==> src/rtl/lc3_ctrl_pkg.sv <==
`default_nettype none
// ============================================================================
//  Module      : lc3_ctrl_pkg
//  Description : Shared definitions for the LC3 pipeline controller: opcode
//                constants, the memory-access state encoding and opcode
//                classification helpers.
//  Revision    : 1.0 - initial release
// ============================================================================
package lc3_ctrl_pkg;

    // Opcodes, IR[15:12]
    localparam logic [3:0] c_OP_BR  = 4'd0;
    localparam logic [3:0] c_OP_ADD = 4'd1;
    localparam logic [3:0] c_OP_LD  = 4'd2;
    localparam logic [3:0] c_OP_ST  = 4'd3;
    localparam logic [3:0] c_OP_AND = 4'd5;
    localparam logic [3:0] c_OP_LDR = 4'd6;
    localparam logic [3:0] c_OP_STR = 4'd7;
    localparam logic [3:0] c_OP_NOT = 4'd9;
    localparam logic [3:0] c_OP_LDI = 4'd10;
    localparam logic [3:0] c_OP_STI = 4'd11;
    localparam logic [3:0] c_OP_JMP = 4'd12;
    localparam logic [3:0] c_OP_LEA = 4'd14;

    // Memory-access phase; the encoding is visible on the mem_state port
    typedef enum logic [1:0] {
        MEM_READ     = 2'd0,
        MEM_INDIRECT = 2'd1,
        MEM_WRITE    = 2'd2,
        MEM_IDLE     = 2'd3
    } mem_state_t;

    function automatic logic is_alu(input logic [3:0] op);
        return (op == c_OP_ADD) || (op == c_OP_AND) || (op == c_OP_NOT);
    endfunction

    function automatic logic is_load(input logic [3:0] op);
        return (op == c_OP_LD) || (op == c_OP_LDR) || (op == c_OP_LDI);
    endfunction

    function automatic logic is_store(input logic [3:0] op);
        return (op == c_OP_ST) || (op == c_OP_STR) || (op == c_OP_STI);
    endfunction

endpackage
`default_nettype wire

==> src/rtl/lc3_mem_fsm.sv <==
`default_nettype none
// ============================================================================
//  Module      : lc3_mem_fsm
//  Description : Memory-access sequencer. Leaves IDLE when the instruction in
//                Execute is a load/store and steps through INDIRECT, READ or
//                WRITE, advancing on each complete_data pulse.
//  Ports       : clock, reset (async, active-low)
//                start_i         - Execute stage is enabled this cycle
//                opcode_i        - opcode of the instruction in Execute
//                complete_data_i - data-memory access finished
//                mem_state_o     - current access phase
//                mem_stall_o     - an access is in progress
//                load_done_o     - final read of a load completes this cycle
//  Revision    : 1.0 - initial release
// ============================================================================
module lc3_mem_fsm
    import lc3_ctrl_pkg::*;
(
    input  logic       clock,
    input  logic       reset,
    input  logic       start_i,
    input  logic [3:0] opcode_i,
    input  logic       complete_data_i,
    output mem_state_t mem_state_o,
    output logic       mem_stall_o,
    output logic       load_done_o
);

    mem_state_t state_q;
    // Remembers whether an INDIRECT access belongs to LDI (read next) or STI
    logic       ind_load_q;

    always_ff @(posedge clock or negedge reset) begin
        if (!reset) begin
            state_q    <= MEM_IDLE;
            ind_load_q <= 1'b0;
        end else begin
            case (state_q)
                MEM_IDLE: begin
                    if (start_i) begin
                        if ((opcode_i == c_OP_LD) || (opcode_i == c_OP_LDR)) begin
                            state_q <= MEM_READ;
                        end else if ((opcode_i == c_OP_ST) || (opcode_i == c_OP_STR)) begin
                            state_q <= MEM_WRITE;
                        end else if ((opcode_i == c_OP_LDI) || (opcode_i == c_OP_STI)) begin
                            state_q    <= MEM_INDIRECT;
                            ind_load_q <= is_load(opcode_i);
                        end
                    end
                end
                MEM_INDIRECT: begin
                    if (complete_data_i) begin
                        state_q <= ind_load_q ? MEM_READ : MEM_WRITE;
                    end
                end
                MEM_READ, MEM_WRITE: begin
                    if (complete_data_i) begin
                        state_q <= MEM_IDLE;
                    end
                end
                default: state_q <= MEM_IDLE;
            endcase
        end
    end

    assign mem_state_o = state_q;
    assign mem_stall_o = (state_q != MEM_IDLE);
    assign load_done_o = (state_q == MEM_READ) && complete_data_i;

endmodule
`default_nettype wire

==> src/rtl/lc3_pipe_controller.sv <==
`default_nettype none
// ============================================================================
//  Module      : lc3_pipe_controller
//  Description : Central sequencer of the five-stage LC3 pipeline. Produces
//                stage enables, memory-access state, branch-taken flag and
//                ALU/memory bypass selects. Holds no datapath registers.
//  Ports       : clock, reset (async, active-low)
//                complete_data, complete_instr - memory handshakes
//                IR, IR_Exec, IMem_dout        - Decode / Execute / Fetch words
//                NZP, psr                      - branch condition and flags
//                enable_*                      - per-stage enables
//                br_taken                      - PC loads branch/jump target
//                bypass_{alu,mem}_{1,2}        - Execute operand forwarding
//                mem_state                     - 0 READ 1 INDIRECT 2 WRITE 3 IDLE
//  Revision    : 1.0 - initial release
// ============================================================================
module lc3_pipe_controller
    import lc3_ctrl_pkg::*;
#(
    parameter int BR_STALL     = 3,
    parameter bit GATE_ON_IMEM = 1'b1
) (
    input  logic        clock,
    input  logic        reset,
    input  logic        complete_data,
    input  logic        complete_instr,
    input  logic [15:0] IR,
    input  logic [2:0]  NZP,
    input  logic [2:0]  psr,
    input  logic [15:0] IR_Exec,
    input  logic [15:0] IMem_dout,
    output logic        enable_updatePC,
    output logic        enable_fetch,
    output logic        enable_decode,
    output logic        enable_execute,
    output logic        enable_writeback,
    output logic        br_taken,
    output logic        bypass_alu_1,
    output logic        bypass_alu_2,
    output logic        bypass_mem_1,
    output logic        bypass_mem_2,
    output logic [1:0]  mem_state
);

    localparam int                 c_CNT_W      = (BR_STALL < 2) ? 1 : $clog2(BR_STALL + 1);
    localparam logic [c_CNT_W-1:0] c_STALL_LOAD = c_CNT_W'(BR_STALL);

    logic [3:0]         fill_q;
    logic [c_CNT_W-1:0] cnt_q;
    logic [c_CNT_W-1:0] cnt_d;
    logic               byp_alu_1_q;
    logic               byp_alu_2_q;
    logic               byp_mem_1_q;
    logic               byp_mem_2_q;

    mem_state_t w_mem_state;
    logic       w_mem_stall;
    logic       w_load_done;
    logic [3:0] w_ir_op;
    logic [3:0] w_ex_op;
    logic [3:0] w_if_op;
    logic       w_fetch_ok;
    logic       w_ctrl_trig;
    logic       w_src1_hit;
    logic       w_src2_hit;
    logic       unused_bits;

    assign w_ir_op = IR[15:12];
    assign w_ex_op = IR_Exec[15:12];
    assign w_if_op = IMem_dout[15:12];
    assign unused_bits = ^{IR[4:3], IR_Exec[8:0], IMem_dout[11:0]};

    lc3_mem_fsm u_mem_fsm (
        .clock           (clock),
        .reset           (reset),
        .start_i         (enable_execute),
        .opcode_i        (w_ex_op),
        .complete_data_i (complete_data),
        .mem_state_o     (w_mem_state),
        .mem_stall_o     (w_mem_stall),
        .load_done_o     (w_load_done)
    );

    assign mem_state = w_mem_state;

    // ------------------------------------------------------------------
    // Stage enables. The fill register ramps the stages up one per cycle
    // after reset; a memory access freezes everything upstream of
    // Writeback, and a fetched BR/JMP freezes Fetch until the counter drains.
    // ------------------------------------------------------------------
    assign w_fetch_ok = fill_q[0] & ~w_mem_stall & (cnt_q == '0)
                      & (complete_instr | ~GATE_ON_IMEM);

    assign enable_fetch     = w_fetch_ok;
    assign enable_decode    = fill_q[1] & ~w_mem_stall;
    assign enable_execute   = fill_q[2] & ~w_mem_stall;
    // During an access only the completing read of a load writes back
    assign enable_writeback = w_mem_stall ? w_load_done : fill_q[3];

    // enable_execute is already low during a memory stall, so a branch can
    // never resolve while the pipeline is frozen.
    assign br_taken = enable_execute &
                      (((w_ex_op == c_OP_BR) && ((NZP & psr) != 3'b000)) ||
                       (w_ex_op == c_OP_JMP));

    // The redirect must reach the PC even while Fetch is frozen
    assign enable_updatePC = w_fetch_ok | br_taken;

    assign w_ctrl_trig = w_fetch_ok & ((w_if_op == c_OP_BR) || (w_if_op == c_OP_JMP));

    always_comb begin
        cnt_d = cnt_q;
        if (w_ctrl_trig) begin
            cnt_d = c_STALL_LOAD;
        end else if ((cnt_q != '0) && !w_mem_stall) begin
            cnt_d = cnt_q - c_CNT_W'(1);
        end
    end

    // ------------------------------------------------------------------
    // Operand forwarding. src1 is IR[8:6] for ALU/LDR/STR/JMP; src2 is
    // IR[2:0] for register-mode ADD/AND, or the stored register IR[11:9]
    // for stores. Registered at the Decode handoff so they line up with
    // the instruction when it enters Execute.
    // ------------------------------------------------------------------
    assign w_src1_hit = (is_alu(w_ir_op) || (w_ir_op == c_OP_LDR) ||
                         (w_ir_op == c_OP_STR) || (w_ir_op == c_OP_JMP)) &&
                        (IR_Exec[11:9] == IR[8:6]);

    assign w_src2_hit = (((w_ir_op == c_OP_ADD) || (w_ir_op == c_OP_AND)) &&
                         !IR[5] && (IR_Exec[11:9] == IR[2:0])) ||
                        (is_store(w_ir_op) && (IR_Exec[11:9] == IR[11:9]));

    always_ff @(posedge clock or negedge reset) begin
        if (!reset) begin
            fill_q      <= 4'b0000;
            cnt_q       <= '0;
            byp_alu_1_q <= 1'b0;
            byp_alu_2_q <= 1'b0;
            byp_mem_1_q <= 1'b0;
            byp_mem_2_q <= 1'b0;
        end else begin
            fill_q <= {fill_q[2:0], 1'b1};
            cnt_q  <= cnt_d;
            if (enable_decode) begin
                byp_mem_1_q <= is_load(w_ex_op) & w_src1_hit;
                byp_mem_2_q <= is_load(w_ex_op) & w_src2_hit;
                byp_alu_1_q <= is_alu(w_ex_op) & w_src1_hit & ~is_load(w_ex_op);
                byp_alu_2_q <= is_alu(w_ex_op) & w_src2_hit & ~is_load(w_ex_op);
            end
        end
    end

    assign bypass_alu_1 = byp_alu_1_q;
    assign bypass_alu_2 = byp_alu_2_q;
    assign bypass_mem_1 = byp_mem_1_q;
    assign bypass_mem_2 = byp_mem_2_q;

endmodule
`default_nettype wire

==> config.mk <==
export PLATFORM = sky130hd
export DESIGN_NAME = lc3_pipe_controller
export DESIGN_NICKNAME = d
export VERILOG_FILES = /design/src/rtl/lc3_ctrl_pkg.sv /design/src/rtl/lc3_mem_fsm.sv /design/src/rtl/lc3_pipe_controller.sv
export SDC_FILE = /design/constraint.sdc
export NUM_CORES = 1
export LEC_CHECK = 0
export BUFFER_PORTS_ARGS = -buffer_cell sky130_fd_sc_hd__buf_2
export CAP_MARGIN = 20
export CORE_MARGIN = 2
export CORE_UTILIZATION = 41
export CTS_BUF_LIST = sky130_fd_sc_hd__clkbuf_8
export DETAILED_ROUTE_END_ITERATION = 6
export PLACE_DENSITY = 0.86
export SLEW_MARGIN = 20
export SYNTH_ARGS = -nofsm -noshare
export SYNTH_HDL_FRONTEND = slang
export SYNTH_HIERARCHICAL = 1
export SYNTH_SLANG_ARGS = --single-unit
==> constraint.sdc <==
create_clock -name clock -period 4 [get_ports clock]
set_input_delay 0.6 -clock clock [delete_from_list [all_inputs] [get_ports clock]]
set_output_delay 0.6 -clock clock [all_outputs]
set_load 0.01 [all_outputs]
Yosys cells after proc, flatten, opt, wreduce, memory -nomap -nowiden
Cells that the tools add are included.

Register bits after elaboration: 13. Bits of input ports: 58. Output and inout port bits: 12. Logic and storage cells: 104.

Add/subtract/negate cells: 1. Equality and inequality tests: 30. Multiplexer cells: 11. Bitwise logic cells: 19. Reduce and logical (&&, ||, !) cells: 35.

Operator list (count): $eq 4x4->1 const B (8); $eq 4x3->1 const B (6); $mux 2 (9); $logic_or 1x1->1 (16); $and 1x1->1 (13); $eq 4x2->1 const B (3); $eq 3x3->1 (3); $eq 4x1->1 const B (2); $logic_not 4->1 (2); $ne 2x2->1 const B (4); $logic_and 1x1->1 (7); $pmux 2 s3 (1); $reduce_and 5->1 (1); $eq 2x2->1 const B (2); $logic_not 2->1 (2); $ne 4x2->1 const B (1); $not 1->1 (4); $reduce_and 4->1 (1); $reduce_bool 2->1 (2); $and 3x3->3 (1); $reduce_bool 3->1 (1); $eq 2x1->1 const B (1); $logic_not 1->1 (2); $reduce_or 2->1 (1); other kinds (3) (3).

Longest topological paths before layout
Gate-level depths: netlist of run 1.

Depth after elaboration: 9. Mapped depth: 6. Mapped depth without buffers: 6.

Modules after synthesis
Netlist of run 1, hierarchy kept.

By module, submodules not included: lc3_pipe_controller (times used 1, cells an instance 63, area an instance 624.3 sq um, seq. area each 250.2 sq um); lc3_mem_fsm (times used 1, cells an instance 19, area an instance 168.9 sq um, seq. area each 77.6 sq um).

Worst setup path after synthesis of run 1
OpenSTA, ideal clock, no wires.

Path type: flip-flop to output port. Start point: register u_mem_fsm.state_q[1] (netlist: u_mem_fsm/mem_state_o[1]). End point: output enable_updatePC. Arrival time: 1388 ps. Required time: 3400 ps. Path slack: 2012 ps. Stages on the path, launching flop included: 4. Path buffers: 0. Cells stage by stage: dfstp_2 nand2_1 nand2b_1 o41ai_1.

Word-level cells in the longest chain between the ends: 6. Elaborated cells on any way between the ends: 8. Classes of those cells: eq/ne (1); bitwise (7).

RTL lines: from (decl) (RTL line lc3_mem_fsm.sv:29) `mem_state_t state_q;`; from (signal assigned) (RTL line lc3_mem_fsm.sv:53) `state_q <= ind_load_q ? MEM_READ : MEM_WRITE;`; $ne 2x2->1 (*) (RTL line lc3_mem_fsm.sv:67) `assign mem_stall_o = (state_q != MEM_IDLE);`; net w_mem_stall (RTL line lc3_pipe_controller.sv:57) `logic w_mem_stall;`; $not 1->1 (*) (RTL line lc3_pipe_controller.sv:91, lc3_pipe_controller.sv:96); $and 1x1->1 (2 in series) (RTL line lc3_pipe_controller.sv:91) `assign w_fetch_ok = fill_q[0] & ~w_mem_stall & (cnt_q == '0)`; $and 1x1->1 (RTL line lc3_pipe_controller.sv:92) `& (complete_instr | ~GATE_ON_IMEM);`; $or 1x1->1 (*) (RTL line lc3_pipe_controller.sv:107) `assign enable_updatePC = w_fetch_ok | br_taken;`; to (decl) (RTL line lc3_pipe_controller.sv:32) `output logic enable_updatePC,`.

Mark *: on every way through the listed nets, which the timed path passes. The rest lies on a longest branch.

Worst setup path after layout of run 1
Ends and elaborated chain as after synthesis.

==> results of run 1 <==
[worst max-delay path, stage by stage, from the launching register on]
cell and delay [ns]:
dfstp_2 0.59, nand2_1 0.14, nand2b_1 0.21, o41ai_1 0.30, buf_2 0.18
[through the flow]
stage	std cells	total power, mW	hold slack (ns)	setup slack [ns]
floorplan	82	0.319	0.304	2.01
global route	157	0.540	0.258	1.65
detailed placement	153	0.388	0.376	1.89
global placement	153	0.379	0.367	1.89
CTS	157	0.504	0.245	1.73
finish	157	0.500	0.239	1.74
[final timing paths]
kind                                          startpoint                  endpoint  slack [ns]  cells past startpoint
max in group asynchronous                          reset  u_mem_fsm/mem_state_o[1]        3.48                      1
worst min-delay path                               reset                 fill_q[2]        0.24                      1
worst max register to register  u_mem_fsm/mem_state_o[1]      u_mem_fsm/ind_load_q        2.44                      6
min in group clock                             fill_q[2]                 fill_q[3]        0.39                      0
worst min register to register                 fill_q[2]                 fill_q[3]        0.39                      0
worst max-delay path            u_mem_fsm/mem_state_o[1]           enable_updatePC        1.74                      4
[registers in the layout, summed over array words and instances, names as in the netlist]
| name | flops |
|---|---|
| fill_q | 4 |
| cnt_q | 2 |
| u_mem_fsm/mem_state_o | 2 |
| bypass_alu_1 | 1 |
| bypass_alu_2 | 1 |
| bypass_mem_1 | 1 |
| bypass_mem_2 | 1 |
| u_mem_fsm/ind_load_q | 1 |
[logic make-up after synthesis]
group / share of synthesized area [%]
AND/OR/NAND/NOR: 24.0
AO/OA/AOI/OAI: 12.1
flip-flops: 41.3
XOR/XNOR: 13.2
buffers and inverters: 3.31
multiplexers: 3.94
adder cells (fa/ha/maj): 1.58
other: 0.473
[layout make-up]
| class | count | area (um^2) | share of cell area, % |
|---|---|---|---|
| Clock inverter | 1 | 3.75 | 0.341 |
| Timing Repair Buffer | 46 | 230 | 20.9 |
| Tap cell | 25 | 31.3 | 2.84 |
| Multi-Input combinational cell | 62 | 439 | 39.9 |
| Inverter | 7 | 26.3 | 2.39 |
| Clock buffer | 3 | 41.3 | 3.75 |
| Sequential cell | 13 | 328 | 29.8 |
[cells in the mapped netlist (all sizes together)]
cell    instances
mux2i           2
conb            1
nor3            1
mux2            1
and3            1
nand2b          4
a21oi           4
inv             7
nand4           3
o31a            1
o41ai           1
a222oi          1
dfrtp          11
ha              1
nor2            4
nor4b           1
o21ai           7
a31oi           1
nor3b           1
xnor2           7
o31ai           1
nand2           8
nand4b          2
xor2            5
dfstp           2
nand3b          2
nor4            2
[layer usage]
metal / part of all wire (%) / wire [um]
met3: 6.3 / 115
met4: 0.82 / 15
met5: 0 / 0
met1: 38 / 702
met2: 55 / 1010
[report_power, final]
part	internal [mW]	total [mW]	switching, mW
logic	0.0974	0.203	0.105
clock network	0.0674	0.109	0.0417
registers	0.165	0.188	0.0229
==> key figures, run 1 <==
Synth
  • Syn nets: 141
  • Seq cells post-synth: 13
  • Synth Instances: a little over 80
  • Cell variety after synth: 31
  • Main area contributors after synthesis: dfrtp_1 (35%), xnor2_1 (7.7%), dfstp_2 (6.6%)
  • Syn_area_per_cell: 9.67 um^2
  • Area leader, netlist: dfrtp_1
  • Mapped cell area: 793 um^2
  • Synth top area share: roughly a third
  • Syn. warnings: 6
  • Post-synthesis sequential area ratio: 41.3%

Clocking
  • Buffer count from post-CTS setup fixing: 0
  • H-Tree Level Count: 1
  • Number of CTS-inserted buffers: 3
  • Hold_buf cts: 0
  • Clk pin slew, worst setup/hold paths: approximately 0.05 ns
  • Root buf cell: clkbuf_8
  • CTS tree: yes
  • CTS Sinks: 13
  • Post-CTS sizing: 0
  • Later-pin clock latency in the skew report: ~0.24 ns
  • CTS max path bufs: 2

Placed design
  • Gpl congestion: 0.720
  • IO buf count: 46
  • Post-DP HPWL: 1500 um
  • Placed Area: 1050 um^2

Drt
  • First-pass DRT Iterations: 4
  • Iteration-0 DRC Markers: 18
  • Routed Antenna Nets: 0
  • WL per Instance: 11.7 um
  • WL final: 1840 um
  • Via count: 804
  • Vias per std cell: about 5.1
  • DR DRC count: 0

Global route
  • First-pass GRT wire length: 2880 um
  • GR peak layer: met2
  • Total track usage: between 10% and 20%
  • Vias in the first global route: 755
  • Initial antenna violation count: 0
  • Met1 Usage GRT: 19.3%
  • GR Overflow Total: 0
  • Met3 Usage GRT: 2.26%
  • GRT met2 Usage: 34.1%
  • Pin count of the biggest net entering global routing: 14

Layout
  • Final Util: 62.3%
  • Final net count: 192
  • Most common cell after layout, fill and taps aside: buf_2
  • Diode count: 0
  • Fillers: about 170
  • Fin area: 1100 um^2
  • Layout cell share with drive strength beyond 1: 41.7%
  • Most frequent cells in the layout: buf_2 (46), dfrtp_1 (11), inv_1 (8), nand2_1 (8), xnor2_1 (7)
  • Area growth, synth to finish: 38.6%

Floorplan
  • I/O pins: 70
  • Die area: about 2300 um^2
  • Die height: about 48 um
  • CORE AREA: between 1500 and 2000 um^2
  • Die W: 48.0 um
  • Initial core utilization: 45.0%
  • Cell Rows: 15

Critical path
  • Crit path launch type: flop
  • CP Data Required Time: 3.40 ns
  • Crit end category: primary output
  • WP data arrival: 1.66 ns
  • Worst Path Max Fanout: 8
  • Setup CP Type: reg2out

Power and ir drop
  • Pwr dens: 454 nW/um^2
  • Worst vdd ir: 0.260 mV
  • Lkg Pwr: about 0.57 nW

STA
  • Setup violators final: 0
  • F_max: 442 MHz
  • Fin crit share: a little under three fifths
  • Final min period: 2.26 ns
  • Final Hold Vio Count: 0
  • Final setup TNS: 0 ns
  • Worst Skew: 0.00219 ns
  • Unrepaired setup endpoints after global routing: false
  • Slew Limit Fails: 0

Hold path
  • Min-Delay Path Class: in2async

Outcome
  • Outcome: finished clean

Flow run
  • Max Cap Viol: 0
(Power assumes the default switching activity.)
==> run 2: changes to the inputs <==
Settings changed: CORE_UTILIZATION 41 to 38, PLACE_DENSITY 0.86 to 0.81.
Clock period 4 ns to 2.3 ns, I/O delays scaled along.
==> run 2 against run 1 <==
Final cell count increased by 1.9%; sequential share of layout area down 0.37 points; wire length is 8.0% higher; count of clock-buffer cells in the layout unchanged; register-to-register slack worse by 1.7 ns; final area increased by 1.3%; flip-flop and latch count unchanged; clock skew barely moved; critical endpoint unchanged.
==> key figures, run 2 (synthesis results as in run 1) <==
Outcome
  • Outcome: finished clean

Clocking
  • CTS max path bufs: 2 (unchanged)
  • CTS tree: yes
  • Clk pin slew, worst setup/hold paths: 0.06 ns (about the same)
  • H-Tree Level Count: 1 (unchanged)
  • Buffer count from post-CTS setup fixing: 0 (unchanged)
  • CTS Sinks: 13 (unchanged)
  • Number of CTS-inserted buffers: 3 (unchanged)
  • Root buf cell: clkbuf_8
  • Post-CTS sizing: 0 (unchanged)
  • Later-pin clock latency in the skew report: 0.24 ns (about the same)

Floorplan
  • Cell Rows: 16 (+1)
  • CORE AREA: 1960 um^2 (+11%)
  • I/O pins: 70 (unchanged)
  • Die height: 49.7 um (+3.6%)
  • Die W: 49.7 um (+3.6%)
  • Die area: 2470 um^2 (+7.2%)
  • Initial core utilization: 40.4% (-4.5 points)

STA
  • Setup violators final: 0 (unchanged)
  • Worst hold slack: 0.362 ns (+0.123 ns)
  • Final setup TNS: 0 ns (unchanged)
  • Unrepaired setup endpoints after global routing: false
  • Fin crit share: between 80 and 90%
  • Worst Skew: 0.00227 ns (+0.0000835 ns)
  • Final Hold Vio Count: 0 (unchanged)
  • Slew Limit Fails: 0 (unchanged)
  • F_max: between 400 and 500 MHz
  • Final min period: 2.05 ns

Global route
  • Pin count of the biggest net entering global routing: 14 (unchanged)
  • Total track usage: 18.4% (+0.63 points)
  • First-pass GRT wire length: 3460 um (+20%)
  • GR Overflow Total: 0 (unchanged)
  • Vias in the first global route: 820 (+8.6%)
  • Initial antenna violation count: 0 (unchanged)

Layout
  • Area growth, synth to finish: 40.4%
  • Fillers: 196 (+18%)
  • Final net count: 193 (+0.52%)
  • Largest register FFs: 4 (unchanged)
  • Most frequent cells in the layout: buf_2 (46), dfrtp_1 (11), nand2_1 (8)
  • Seq. cell area: 328 um^2 (unchanged)
  • Top reg by flops: fill_q
  • Diode count: 0 (unchanged)
  • Multi-input gate area: 439 um^2 (unchanged)
  • Most common cell after layout, fill and taps aside: buf_2
  • Layout cell share with drive strength beyond 1: 42.1% (+0.44 points)

Placed design
  • Gpl congestion: 0.784 (+8.8%)
  • IO buf count: 46 (unchanged)
  • Post-DP HPWL: 1660 um (+11%)

Critical path
  • Worst Path Max Fanout: 8 (unchanged)
  • Worst Setup SP: u_mem_fsm/mem_state_o[1]
  • Buf/Inv on CP: 1 (unchanged)
  • WP data arrival: 1.71 ns (+0.05 ns)
  • Cell family with most CP delay: flip-flops
  • CP Cell Sequence: nand2_1 -> nand2b_1 -> o41ai_1 -> buf_2
  • CP Data Required Time: 1.96 ns (-1.44 ns)
  • Crit end category: primary output
  • Reg2reg start: u_mem_fsm/mem_state_o[1]
  • Setup CP Type: reg2out
  • Crit path launch type: flop
  • Critical-path top delay cell: dfstp_2
  • CP peak stage delay: 0.58 ns (about the same)

Drt
  • WL per Instance: 12.4 um (+6.0%)
  • Vias per std cell: 4.96 (-3.2%)
  • Routed Antenna Nets: 0 (unchanged)
  • First-pass DRT Iterations: 4 (unchanged)
  • Iteration-0 DRC Markers: 13 (-5)
  • DR DRC count: 0 (unchanged)
  • WL final: 1990 um (+8.0%)
  • Via count: 793 (-1.4%)

Power and ir drop
  • Pwr dens: 789 nW/um^2 (+74%)
  • Overall Power: 879 uW (+76%)
  • Worst vdd ir: 0.474 mV (+82%)
  • Lkg Pwr: 0.577 nW (+0.48%)

Flow run
  • Max Cap Viol: 0 (unchanged)

Hold path
  • Min-Delay Path Class: in2reg
  • Hold Startpoint: IR_Exec[12]
[run 2: changes by cell type in the layout (fill, tap and decap cells not counted), sizes merged]
cell | before | now
inv | 8 | 7
clkinv | 0 | 1
dlygate4sd3 | 0 | 1
[run 2: final cells by class]
cell class / count / area share [%]
multi-input combinational: 62 / 39.4
sequential: 13 / 29.4
timing repair buffer: 47 / 21.6
clock buffer: 3 / 3.71
tap: 27 / 3.03
inverter: 7 / 2.36
clock inverter: 1 / 0.449
[run 2: repair_timing]
action                                 CTS  global route
endpoints found under the hold margin   11             0
setup endpoints to repair                0             0
hold buffers                             1             0
[run 2: metal layers]
layer,routed length [um],share of wire [%],up-vias,GRT usage (%)
met5,0,0,-,0
met4,53,2.7,0,9.72
met3,133,6.7,8,6.67
met2,1030,52,30,32.0
met1,769,39,365,19.1
li1,-,-,390,-
[run 2: per-stage QoR]
step                std cells  utilization (%)  setup slack, ns  instance area [um^2]
floorplan                  82                -            0.567                   793
global placement          155             53.9            0.519                  1060
detailed placement        155             53.9            0.507                  1060
CTS                       160             56.8            0.235                  1110
global route              160             56.8           0.0730                  1110
finish                    160             56.8            0.250                  1110
[run 2: final timing paths]
check / endpoint / cells after the start / slack [ns]
max: enable_updatePC / 4 / 0.25
min: u_mem_fsm/ind_load_q / 2 / 0.36
max reg2reg: cnt_q[1] / 5 / 0.73
min reg2reg: fill_q[3] / 0 / 0.39
max in group asynchronous: u_mem_fsm/mem_state_o[1] / 2 / 1.51
min in group asynchronous: bypass_mem_2 / 2 / 0.52
[run 2: report_power, final]
group / leakage [nW] / switching, mW / total (mW) / internal, mW
clock: 0.0255 / 0.0823 / 0.202 / 0.120
combinational: 0.392 / 0.181 / 0.351 / 0.170
sequential: 0.160 / 0.0382 / 0.325 / 0.287
total: 0.577 / 0.302 / 0.879 / 0.577
[run 2: worst register-to-register path, delay by kind of cell (launching register included)]
kind / cells / cell delay, ns
and+or+nand+nor: 4 / 0.74
muxes: 1 / 0.13
DFF: 1 / 0.58
==> run 3: changes to the inputs <==
Settings changed: ABC_AREA set to 1, CORE_UTILIZATION 38 to 45, PLACE_DENSITY 0.81 to 0.88.
Clock period 2.3 ns to 2.5 ns, I/O delays scaled along.
==> run 3 against run 2 <==
Die area up 2.2%; non-clock buffer count down 1; via count up 27%; area after synthesis up 21%; combinational power up 3%; sequential share of layout area down 3.7 points; final cell count up 44%; clock power down 13%; final area up 14%; critical path type unchanged; critical endpoint unchanged.
==> key figures, run 3 <==
Outcome
  • Outcome: finished clean

Power and ir drop
  • Pwr dens: 672 nW/um^2 (-15%)
  • Lkg Pwr: 0.801 nW (+39%)
  • Power share of the sequential group: 37.4% (+0.4 points)
  • Clock share of power: 20.6% (-2.4 points)
  • Psw: 330 uW (+9.2%)
  • Sw frac: 38.6% (+4.2 points)
  • Worst vdd ir: 0.568 mV (+20%)
  • Overall Power: 855 uW (-2.7%)
  • Combinational power share: 42.1% (+2.1 points)
  • Int Pwr: 525 uW (-8.9%)

Layout
  • Top reg by flops: fill_q
  • Layout cell share with drive strength beyond 1: 31.0% (-11 points)
  • Final Util: 64.1% (+7.4 points)
  • Most frequent cells in the layout: nand2_1 (61), buf_2 (46), inv_1 (26)
  • Area growth, synth to finish: 32.1%
  • Final net count: 263 (+36%)
  • Largest register FFs: 4 (unchanged)
  • Most common cell after layout, fill and taps aside: nand2_1
  • Multi-input gate area: 529 um^2 (+21%)
  • Non-filler instance count after layout: 230 (+44%)
  • Fin area: 1270 um^2 (+14%)
  • Diode count: 0 (unchanged)
  • Seq. cell area: 328 um^2 (unchanged)
  • Fillers: 202 (+3.1%)

Drt
  • Via count: 1011 (+27%)
  • First-pass DRT Iterations: 4 (unchanged)
  • DR DRC count: 0 (unchanged)
  • Iteration-0 DRC Markers: 16 (+3)
  • Vias per std cell: 4.40 (-11%)
  • Routed Antenna Nets: 0 (unchanged)
  • WL per Instance: 8.45 um (-32%)
  • WL final: 1940 um (-2.1%)

Global route
  • Vias in the first global route: 916 (+12%)
  • GR Overflow Total: 0 (unchanged)
  • First-pass GRT wire length: 3500 um (+1.2%)
  • Pin count of the biggest net entering global routing: 14 (unchanged)
  • Initial antenna violation count: 0 (unchanged)
  • Total track usage: 18.0% (-0.35 points)

Synth
  • Post-synth EDFFs: 0 (unchanged)
  • Main area contributors after synthesis: dfrtp_1 (29%), nand2_1 (24%), inv_1 (9.8%)
  • Synth Instances: 153 (+87%)
  • Syn. warnings: 6 (unchanged)
  • Post-synth top flop: dfrtp_1
  • Count leader, synth: nand2_1
  • Mapped cell area: 962 um^2 (+21%)
  • Synth top area share: 28.6% (-6.1 points)
  • Syn_area_per_cell: 6.29 um^2 (-35%)
  • Area leader, netlist: dfrtp_1
  • Synth top cells by count: nand2_1 (61), inv_1 (25), nor2_1 (18), dfrtp_1 (11), nand3_1 (10)
  • Cell variety after synth: 23 (-26%)
  • Seq cells post-synth: 13 (unchanged)
  • Synth async-reset ratio: 100% (unchanged)
  • Syn nets: 212 (+50%)
  • Post-synthesis sequential area ratio: 34.1% (-7.3 points)

Clocking
  • Number of CTS-inserted buffers: 3 (unchanged)
  • Later-pin clock latency in the skew report: 0.24 ns (about the same)
  • H-Tree Level Count: 1 (unchanged)
  • Clk pin slew, worst setup/hold paths: 0.05 ns (about the same)
  • Post-CTS sizing: 0 (unchanged)
  • Hold_buf cts: 0 (-1)
  • CTS tree: yes
  • CTS max path bufs: 2 (unchanged)
  • CTS Sinks: 13 (unchanged)
  • Root buf cell: clkbuf_8
  • Buffer count from post-CTS setup fixing: 0 (unchanged)

STA
  • Worst hold slack: 0.00748 ns (-0.355 ns)
  • Slew Limit Fails: 0 (unchanged)
  • Final Hold Vio Count: 0 (unchanged)
  • Setup violators final: 0 (unchanged)
  • Final min period: around 2.1 ns
  • Worst setup margin: 0.376 ns (+0.126 ns)
  • Final setup TNS: 0 ns (unchanged)
  • Fin crit share: 85.0%
  • F_max: ~470 MHz
  • Worst Skew: 0.00122 ns (-0.00105 ns)
  • Unrepaired setup endpoints after global routing: false

Critical path
  • Crit path launch type: flop
  • Setup CP Type: reg2out
  • R2R setup slack: 0.98 ns (+0.25 ns)
  • FF-to-FF End: u_mem_fsm/ind_load_q
  • Cell family with most CP delay: simple AND/OR/NAND/NOR gates
  • Cell mode on critical path: nand2_1
  • CP Data Required Time: 2.12 ns (+0.16 ns)
  • Buf/Inv on CP: 2 (+1)
  • FF-to-FF path depth: 5 (unchanged)
  • Reg2reg start: u_mem_fsm/mem_state_o[1]
  • CP peak stage delay: 0.59 ns (about the same)
  • Worst Path Max Fanout: 8 (unchanged)
  • Critical-path top delay cell: dfstp_2
  • CP Cell Sequence: nand2_1 -> nor2_2 -> nand3_1 -> a21oi_2 -> inv_2 -> nand2_1 -> buf_2
  • WP data arrival: 1.75 ns (+0.04 ns)
  • Crit end category: primary output

Hold path
  • Min-Delay Path Class: in2async

Floorplan
  • Cell Rows: 16 (unchanged)
  • Initial core utilization: 48.5% (+8.1 points)
  • Die area: 2520 um^2 (+2.2%)
  • I/O pins: 70 (unchanged)
  • Die W: 50.2 um (+1.1%)
  • CORE AREA: 1980 um^2 (+1.0%)
  • Die height: 50.2 um (+1.1%)

Placed design
  • Post-DP HPWL: 1640 um (-0.86%)
  • Pre-CTS WS: 0.631 ns (+0.124 ns)
  • Placed insts: 226 (+46%)
  • IO buf count: 46 (unchanged)
  • Gpl congestion: 0.792 (+1.1%)
  • Placed Area: 1230 um^2 (+16%)

Flow run
  • Max Cap Viol: 0 (unchanged)
==> run 3: cell count changes after synthesis, sizes merged, moves of 3 or more <==
cell,change
inv,+20
xor2,-3
nand2b,-4
nor2,+15
nand3,+12
nand2,+57
o21ai,-4
xnor2,-6
==> run 3: routing by layer <==
layer,GRT usage (%),routed length [um]
met1,23.7,877
met2,28.1,892
met3,3.27,139
met5,0,0
met4,9.72,33
==> run 3: final cells by class <==
class / instances / area share, %
multi-input cells: 112 / 41.6
flip-flops and latches: 13 / 25.8
repair buffers: 46 / 18.1
inverters: 28 / 8.27
clock buffers: 3 / 3.25
well taps: 27 / 2.66
clock inverters: 1 / 0.295
==> run 3: worst max-delay path by stage <==
| stage | depth (start not counted) | from | slack, ns | to |
|---|---|---|---|---|
| 3_5_place_dp | 7 | u_mem_fsm/mem_state_o[1] | 0.63 | enable_updatePC |
| 2_1_floorplan | 6 | u_mem_fsm/mem_state_o[1] | 0.66 | enable_updatePC |
| 3_3_place_gp | 7 | u_mem_fsm/mem_state_o[1] | 0.64 | enable_updatePC |
| 6_report | 7 | u_mem_fsm/mem_state_o[1] | 0.38 | enable_updatePC |
| 4_1_cts | 7 | u_mem_fsm/mem_state_o[1] | 0.35 | enable_updatePC |
| 5_1_grt | 7 | u_mem_fsm/mem_state_o[1] | 0.21 | enable_updatePC |
==> run 3: logic make-up (layout without fill, tap and decap cells) <==
| group | Yosys count | in the layout | synth area share [%] |
|---|---|---|---|
| adder cells (fa/ha/maj) | 1 | 1 | 1.30 |
| flip-flops | 13 | 13 | 34.1 |
| AO/OA/AOI/OAI | 5 | 5 | 4.16 |
| XOR/XNOR | 3 | 3 | 2.73 |
| other | 1 | 1 | 0.390 |
| AND/OR/NAND/NOR | 102 | 102 | 46.4 |
| buffers and inverters | 28 | 78 | 10.9 |
==> run 3: worst register-to-register path: stages (launching register included) <==
cell	delay, ns
dfstp_2	0.59
nand2_1	0.22
nor2_2	0.24
nand3_2	0.11
nor3_1	0.18
nor2_1	0.07
==> run 3: power groups by stage <==
stage | Combinational (mW) | Sequential [mW] | Clock (mW)
detailed placement | 0.361 | 0.323 | 0
CTS | 0.364 | 0.320 | 0.182
global route | 0.422 | 0.332 | 0.191
global placement | 0.353 | 0.323 | 0
floorplan | 0.235 | 0.328 | 0
finish | 0.360 | 0.319 | 0.176
